<file path="src/rtl/led_serial_driver_pkg.sv">
// Shared definitions for the LED serial driver slice.
// - LED_WIDTH   : LED vector width shared with the bound flasher
// - ser_state_t : driver FSM states (idle, shifting bits, latch pulse)
package led_drv_pkg;

  localparam int LED_WIDTH = 16;

  typedef enum logic [1:0] {
    S_IDLE,
    S_SHIFT,
    S_LATCH
  } ser_state_t;

endpackage

</file>
<file path="src/rtl/led_serial_driver_if.sv">
// Bus between the flasher side and the LED serial driver.
// Signals:
//   led_in    : LED vector (bit i = LED i, 1 = on)
//   refresh   : one-cycle request to resend the current vector
//   ser_clk   : shift clock to the external 595-style register
//   ser_data  : serial data, stable across each ser_clk high phase
//   ser_latch : storage-register latch pulse
//   busy      : driver is transferring a frame
//   done      : one-cycle pulse when a frame has been latched
// Modports: master drives led_in/refresh, slave (the driver) drives the rest.
interface led_serial_driver_if #(
  parameter int WIDTH = 16
);

  logic [WIDTH-1:0] led_in;
  logic             refresh;
  logic             ser_clk;
  logic             ser_data;
  logic             ser_latch;
  logic             busy;
  logic             done;

  modport master (
    output led_in,
    output refresh,
    input  ser_clk,
    input  ser_data,
    input  ser_latch,
    input  busy,
    input  done
  );

  modport slave (
    input  led_in,
    input  refresh,
    output ser_clk,
    output ser_data,
    output ser_latch,
    output busy,
    output done
  );

endinterface

</file>
<file path="src/rtl/led_serial_driver_tick.sv">
// Half-period divider for the serial shift clock.
// Ports:
//   clk    : system clock
//   rst_n  : asynchronous active-low reset
//   clr_i  : hold the counter at zero (driver idle)
//   tick_o : high on the last clk cycle of each CLK_DIV-cycle half-period
module led_ser_tick #(
  parameter int CLK_DIV = 4
) (
  input  logic clk,
  input  logic rst_n,
  input  logic clr_i,
  output logic tick_o
);

  localparam int CW = $clog2(CLK_DIV) + 1;
  localparam logic [CW-1:0] TERM = CW'(CLK_DIV - 1);

  logic [CW-1:0] cnt_q;
  logic [CW-1:0] cnt_d;

  assign tick_o = !clr_i && (cnt_q == TERM);

  // Wraps to zero at the terminal count so it never runs past it.
  always_comb begin
    cnt_d = cnt_q + 1'b1;
    if (clr_i || tick_o) begin
      cnt_d = '0;
    end
  end

  always_ff @(posedge clk or negedge rst_n) begin
    if (!rst_n) begin
      cnt_q <= '0;
    end else begin
      cnt_q <= cnt_d;
    end
  end

endmodule

</file>
<file path="src/rtl/led_serial_driver.sv">
// LED serial driver: serialises the flasher's LED vector onto a 595-style
// shift register (ser_clk / ser_data / ser_latch). A frame is sent after
// reset, whenever led_in differs from the last frame sent, and on refresh.
// Ports:
//   clk   : system clock, all state on posedge
//   rst_n : asynchronous active-low reset
//   bus   : led_serial_driver_if slave modport (led_in, refresh in;
//           ser_clk, ser_data, ser_latch, busy, done out)
// Parameters:
//   WIDTH   : bits per frame (>= 2)
//   CLK_DIV : clk cycles per ser_clk half-period (>= 1)
// Configuration macro:
//   LED_SER_LSB_FIRST_EN : when defined, bit 0 is shifted first;
//                          otherwise bit WIDTH-1 is shifted first.
module led_serial_driver
  import led_drv_pkg::*;
#(
  parameter int WIDTH   = LED_WIDTH,
  parameter int CLK_DIV = 4
) (
  input logic                clk,
  input logic                rst_n,
  led_serial_driver_if.slave bus
);

  localparam int BW = $clog2(WIDTH) + 1;
  localparam logic [BW-1:0] LAST_BIT = BW'(WIDTH - 1);

`ifdef LED_SER_LSB_FIRST_EN
  function automatic logic [WIDTH-1:0] shift_out(input logic [WIDTH-1:0] v);
    return v >> 1;
  endfunction

  function automatic logic head_bit(input logic [WIDTH-1:0] v);
    return v[0];
  endfunction
`else
  function automatic logic [WIDTH-1:0] shift_out(input logic [WIDTH-1:0] v);
    return v << 1;
  endfunction

  function automatic logic head_bit(input logic [WIDTH-1:0] v);
    return v[WIDTH-1];
  endfunction
`endif

  ser_state_t       state_q;
  logic [WIDTH-1:0] shreg_q;
  logic [WIDTH-1:0] shreg_d;
  logic [WIDTH-1:0] shadow_q;
  logic [BW-1:0]    bitcnt_q;
  logic             init_pend_q;
  logic             refresh_pend_q;
  logic             ser_clk_q;
  logic             ser_data_q;
  logic             ser_latch_q;
  logic             busy_q;
  logic             done_q;

  logic             tick;
  logic             start;
  logic             bit_end;

  led_ser_tick #(
    .CLK_DIV (CLK_DIV)
  ) u_tick (
    .clk    (clk),
    .rst_n  (rst_n),
    .clr_i  (state_q == S_IDLE),
    .tick_o (tick)
  );

  assign start = (state_q == S_IDLE) &&
                 (init_pend_q || bus.refresh || refresh_pend_q ||
                  (bus.led_in != shadow_q));

  // End of a ser_clk high phase: the external register has sampled the bit.
  assign bit_end = (state_q == S_SHIFT) && tick && ser_clk_q;

  // Shift data has no reset: it is always loaded before it is used.
  always_comb begin
    shreg_d = shreg_q;
    if (start) begin
      shreg_d = bus.led_in;
    end else if (bit_end && (bitcnt_q != LAST_BIT)) begin
      shreg_d = shift_out(shreg_q);
    end
  end

  always_ff @(posedge clk) begin
    shreg_q <= shreg_d;
  end

  always_ff @(posedge clk or negedge rst_n) begin
    if (!rst_n) begin
      state_q        <= S_IDLE;
      shadow_q       <= '0;
      bitcnt_q       <= '0;
      init_pend_q    <= 1'b1;
      refresh_pend_q <= 1'b0;
      ser_clk_q      <= 1'b0;
      ser_data_q     <= 1'b0;
      ser_latch_q    <= 1'b0;
      busy_q         <= 1'b0;
      done_q         <= 1'b0;
    end else begin
      done_q <= 1'b0;

      // Any number of refreshes during a frame collapse into one follow-up frame.
      if (bus.refresh && (state_q != S_IDLE)) begin
        refresh_pend_q <= 1'b1;
      end

      case (state_q)
        S_IDLE: begin
          if (start) begin
            shadow_q       <= bus.led_in;
            bitcnt_q       <= '0;
            init_pend_q    <= 1'b0;
            refresh_pend_q <= 1'b0;
            ser_data_q     <= head_bit(bus.led_in);
            busy_q         <= 1'b1;
            state_q        <= S_SHIFT;
          end
        end

        S_SHIFT: begin
          if (tick) begin
            if (!ser_clk_q) begin
              ser_clk_q <= 1'b1;
            end else begin
              ser_clk_q <= 1'b0;
              if (bitcnt_q == LAST_BIT) begin
                ser_latch_q <= 1'b1;
                state_q     <= S_LATCH;
              end else begin
                ser_data_q <= head_bit(shift_out(shreg_q));
                bitcnt_q   <= bitcnt_q + 1'b1;
              end
            end
          end
        end

        S_LATCH: begin
          if (tick) begin
            ser_latch_q <= 1'b0;
            done_q      <= 1'b1;
            busy_q      <= 1'b0;
            state_q     <= S_IDLE;
          end
        end

        default: begin
          state_q <= S_IDLE;
        end
      endcase
    end
  end

  assign bus.ser_clk   = ser_clk_q;
  assign bus.ser_data  = ser_data_q;
  assign bus.ser_latch = ser_latch_q;
  assign bus.busy      = busy_q;
  assign bus.done      = done_q;

endmodule

</file>
<file path="src/flat_wrapper.sv">
// flat-port wrapper written by rule: the top's interface ports become plain ports
module led_serial_driver_flat import led_drv_pkg::*;
#(
  parameter int WIDTH   = LED_WIDTH,
  parameter int CLK_DIV = 4
)
  (clk, rst_n, bus_led_in, bus_refresh, bus_ser_clk, bus_ser_data, bus_ser_latch, bus_busy, bus_done);
  led_serial_driver_if #(.WIDTH(WIDTH)) bus_i ();
  input logic clk;
  input logic rst_n;
  input wire logic [$bits(bus_i.led_in)-1:0] bus_led_in;
  input wire logic [$bits(bus_i.refresh)-1:0] bus_refresh;
  output wire logic [$bits(bus_i.ser_clk)-1:0] bus_ser_clk;
  output wire logic [$bits(bus_i.ser_data)-1:0] bus_ser_data;
  output wire logic [$bits(bus_i.ser_latch)-1:0] bus_ser_latch;
  output wire logic [$bits(bus_i.busy)-1:0] bus_busy;
  output wire logic [$bits(bus_i.done)-1:0] bus_done;
  assign bus_i.led_in = bus_led_in;
  assign bus_i.refresh = bus_refresh;
  assign bus_ser_clk = bus_i.ser_clk;
  assign bus_ser_data = bus_i.ser_data;
  assign bus_ser_latch = bus_i.ser_latch;
  assign bus_busy = bus_i.busy;
  assign bus_done = bus_i.done;
  led_serial_driver #(.WIDTH(WIDTH), .CLK_DIV(CLK_DIV)) u_core (.clk(clk), .rst_n(rst_n), .bus(bus_i));
endmodule
</file>
<file path="config.mk">
export PLATFORM = sky130hd
export DESIGN_NAME = led_serial_driver_flat
export DESIGN_NICKNAME = d
export VERILOG_FILES = /design/src/rtl/led_serial_driver_pkg.sv /design/src/rtl/led_serial_driver_if.sv /design/src/rtl/led_serial_driver_tick.sv /design/src/rtl/led_serial_driver.sv /design/src/flat_wrapper.sv
export SDC_FILE = /design/constraint.sdc
export NUM_CORES = 1
export LEC_CHECK = 0
export ABC_AREA = 1
export CAP_MARGIN = 20
export CORE_ASPECT_RATIO = 1.5
export CORE_UTILIZATION = 55
export CTS_CLUSTER_SIZE = 24
export DETAILED_ROUTE_END_ITERATION = 10
export GPL_TIMING_DRIVEN = 0
export HOLD_SLACK_MARGIN = 0.05
export PLACE_DENSITY = 0.81
export REMOVE_ABC_BUFFERS = 1
export SLEW_MARGIN = 10
export SYNTH_ARGS = -nofsm -noshare
export SYNTH_HDL_FRONTEND = slang
export SYNTH_SLANG_ARGS = --single-unit
</file>
<file path="constraint.sdc">
create_clock -name clk -period 3.2 [get_ports clk]
set_clock_uncertainty 0.15 [all_clocks]
set_input_delay 0.32 -clock clk [delete_from_list [all_inputs] [get_ports clk]]
set_output_delay 0.32 -clock clk [all_outputs]
set_load 0.01 [all_outputs]
</file>
==> impl_summary.md <==
Routing
The starting DRC count in detailed routing is 62. The remaining number of nets flagged by the antenna check after routing is 0. The total number of vias is 1,722. The routed length per placed instance is about 12 µm. Dividing the detail-routed via count by the number of cells gives a little over 5.

In the routed design, unresolved DRC markers number 0. For this block, the routed nets add up to between 4 and 5 mm of wire. The first-pass iteration count of the detailed router is 5.

GRT
The number of global-route vias before repair came to 1,642. The first global-routing pass estimated 6.79 mm of wire. The total routing usage reported by global routing is 0.213. Entering global routing, the biggest net connects between 70 and 80 pins.

The total grt overflow is 0. The initial antenna violation count was 0.

Die
The overall die height is between 80 and 90 µm. For this configuration, the core starts out at a cell density of 0.580. The full die area is 4480 µm². The area of the core is roughly 4000 µm². The number of I/O pins is 24. The number of standard-cell rows in the floorplan is 28.

The width of the die is 55.0 µm.

Critical path
The dominant cell type by count on the critical path is sky130_fd_sc_hd__nand2_1. The reg-to-reg endpoint is u_core.shreg_q[11]$_DFFE_PP_. The critical path in this run is classified as in2reg. The slowest stage of the critical path belongs to the cell sky130_fd_sc_hd__nand2_1. The worst setup path is captured at a flop. The number of cells on the worst reg-to-reg path is 9.

The highest net fanout along the worst path is 70. The largest stage delay on the critical path is ~0.58 ns. The timing startpoint of the critical path is bus_led_in[6]. At the worst endpoint, the required time is slightly below 3 ns. The worst endpoint data arrival time is approximately 2.5 ns. The capturing instance or port of the critical path is u_core.shreg_q[11]$_DFFE_PP_. Walking the worst path, the cells encountered are clkdlybuf4s50_1 -> inv_1 -> nand2_1 -> nand2_1 -> nor2_1 -> nand2_1 -> nor2_2 -> nand3_2 -> nand2_4 -> nand2_1.

The worst reg-to-reg setup slack is ~0.61 ns. STA classifies the critical path startpoint as an input port. The startpoint identified for the worst register-to-register timing path is u_core.shadow_q[6]$_DFFE_PN0P_.

Yosys
The async set or reset register ratio after synthesis is 0.688. The synthesized netlist contains 30 unique library cells. In the synthesized netlist the dominant register cell turns out to be sky130_fd_sc_hd__dfrtp_1. The synthesized flop and latch total is 48. The sequential cell area fraction in the yosys report is 0.551. The number of synthesis warnings is 0. In this run the mean area of a mapped cell was roughly 8.8 µm². After synthesis the cells add up to 2320 µm². The cell count after synthesis is 263. Counting flops with a built-in enable in the synthesized netlist gives 15.

STA
The setup TNS is 0 ns. In the finished design, the share of the clock period the worst path needs comes to 0.853. The worst pin sits at a relative slew slack of 0.489. Setup repair after global routing left no endpoint under its margin. Setup violations remaining at the end of the flow were counted as 0. The actual slew at the worst max-slew pin is 0.767 ns. The count of endpoints failing hold in the final timing report is 0. Subtracting the final worst setup slack from the clock period gives ~2.7 ns. Based on the critical path, the design can be clocked at up to about 370 MHz.

The total count of max-transition violations in the final report is 0.

Flow run
The reported max-cap violation count is 0.

Finish
0 antenna diodes ended up in the layout. The area growth from synthesis to layout is 13.7%. Fill cells in the final layout number 348. In the layout the commonest cells are sky130_fd_sc_hd__nand2_1, sky130_fd_sc_hd__inv_1, sky130_fd_sc_hd__dfrtp_1, sky130_fd_sc_hd__o21ai_0, sky130_fd_sc_hd__clkdlybuf4s50_1. After the last flow step, the layout net total stands at around 310. The most common cell after layout, fill and taps aside is sky130_fd_sc_hd__nand2_1. The share of post-route cells with drive strength above 1 is 0.0627.

Clocking
The buffer depth of the longest clock path is 2. The clock network latency to the later pin of the worst-skew pair is around 0.30 ns. The H-tree was split into 2 levels. The clock tree from TritonCTS is built. The number of buffers inserted during clock tree synthesis is 5. The number of sinks handled by clock tree synthesis is between 40 and 50.

The number of cells upsized or downsized after cts is 0. The buffer cell driving the clock tree root is sky130_fd_sc_hd__clkbuf_8. After clock tree synthesis, the clock-pin slew on the worst setup and hold paths is roughly 0.08 ns.

Placement
Input and output buffers added on the ports amount to 23. The placed wire-length estimate is about 2.7 mm. The final weighted congestion of routability-driven global placement is about 0.75.

Power
Power spread over the standard cell area amounts to approximately 400 nW/µm². The worst vdd rail ir drop is 0.335 mV. After layout, the design draws a total of 1.06 mW. The leakage power summed over all cells is between 1 and 1.5 nW.

Min path
The type of the tightest min-delay check is reg2reg.

Status
The flow ran to the end, and the final reports show no timing, DRC or antenna violations.
==> synthesized netlist by cell type (3+ instances only) <==
cell type | n | share of area
sky130_fd_sc_hd__xnor2_1 | 4 | 0.015
sky130_fd_sc_hd__nand3_1 | 17 | 0.037
sky130_fd_sc_hd__nor3_1 | 4 | 0.0086
sky130_fd_sc_hd__nand2_1 | 74 | 0.12
sky130_fd_sc_hd__ha_1 | 4 | 0.022
sky130_fd_sc_hd__buf_6 | 4 | 0.019
sky130_fd_sc_hd__o21ai_0 | 23 | 0.050
sky130_fd_sc_hd__nor2_2 | 3 | 0.0081
sky130_fd_sc_hd__o21ai_1 | 10 | 0.022
sky130_fd_sc_hd__dfrtp_1 | 32 | 0.35
sky130_fd_sc_hd__edfxtp_1 | 15 | 0.19
sky130_fd_sc_hd__inv_1 | 35 | 0.057
sky130_fd_sc_hd__nor2_1 | 16 | 0.026
==> metal layers <==
metal  part of all wire  GRT usage  vias to the layer above
met5                  0          0                        -
met4              0.014     0.0825                        0
met3              0.031     0.0556                        5
met2               0.53      0.369                       30
met1               0.43      0.240                      802
li1                   -          -                      885
==> timing repair <==
item	4_1_cts	5_1_grt
setup buffers	0	0
hold endpoints to repair	32	0
hold buffers	1	0
==> power breakdown <==
group	internal (mW)	leakage, nW	total, mW	switching [mW]
clock network	0.173	0.0510	0.372	0.199
logic	0.0269	0.576	0.0541	0.0272
registers	0.629	0.557	0.629	0.0000000000000000303
==> critical path: cells and delay by family <==
| kind | cells | cell delay (ns) |
|---|---|---|
| buf+inv | 2 | 0.53 |
| simple gates | 8 | 1.61 |
==> sequential cells by signal (all words and copies together), names as in the netlist <==
register,flops
u_core.u_tick.cnt_q,3
u_core.state_q,2
u_core.bus.ser_latch,1
u_core.init_pend_q,1
u_core.bus.busy,1
u_core.shreg_q,15
u_core.shadow_q,16
u_core.bitcnt_q,5
u_core.refresh_pend_q,1
u_core.bus.ser_data,1
u_core.bus.ser_clk,1
u_core.bus.done,1
==> logic make-up (layout without fill, tap and decap cells) <==
logic type,Yosys count,count (layout),share of synthesized area
simple gates,122,122,0.226
flops,48,48,0.551
buf+inv,44,68,0.0875
compound gates,39,39,0.0913
xor+xnor,6,6,0.0227
fa+ha+maj,4,4,0.0216
==> final cells by class <==
type | instances | area, µm² | area share
flip-flops and latches | 48 | 1280 | 0.485
multi-input cells | 171 | 837 | 0.318
repair buffers | 24 | 235 | 0.0893
inverters | 36 | 135 | 0.0513
clock buffers | 6 | 82.6 | 0.0314
well taps | 45 | 56.3 | 0.0214
clock inverters | 2 | 10.0 | 0.00380
==> worst min path at each step <==
stage,from,endpoint,slack (ns),cells after the start
after floorplan,rst_n,u_core.bitcnt_q[0]$_DFFE_PN0P_,-0.13,0
after global placement,u_core.u_tick.cnt_q[0]$_DFF_PN0_,u_core.u_tick.cnt_q[0]$_DFF_PN0_,0.29,1
after detailed placement,rst_n,u_core.u_tick.cnt_q[2]$_DFF_PN0_,0.28,1
after CTS,u_core.u_tick.cnt_q[0]$_DFF_PN0_,u_core.u_tick.cnt_q[0]$_DFF_PN0_,0.34,1
after global routing,u_core.init_pend_q$_DFFE_PN1P_,u_core.init_pend_q$_DFFE_PN1P_,0.34,1
final,u_core.u_tick.cnt_q[0]$_DFF_PN0_,u_core.u_tick.cnt_q[0]$_DFF_PN0_,0.32,1
==> metrics by stage <==
stage	setup slack [ns]	std cells	hold slack [ns]	utilization	instance area, µm²
after floorplan	1.05	255	-0.126	-	2250
after global placement	0.115	323	0.289	0.635	2540
after detailed placement	0.111	323	0.284	0.634	2530
after CTS	0.448	332	0.335	0.659	2630
after global routing	0.229	332	0.344	0.659	2630
final	0.471	332	0.325	0.659	2630
No activity file was read; power rests on OpenSTA's default activity.
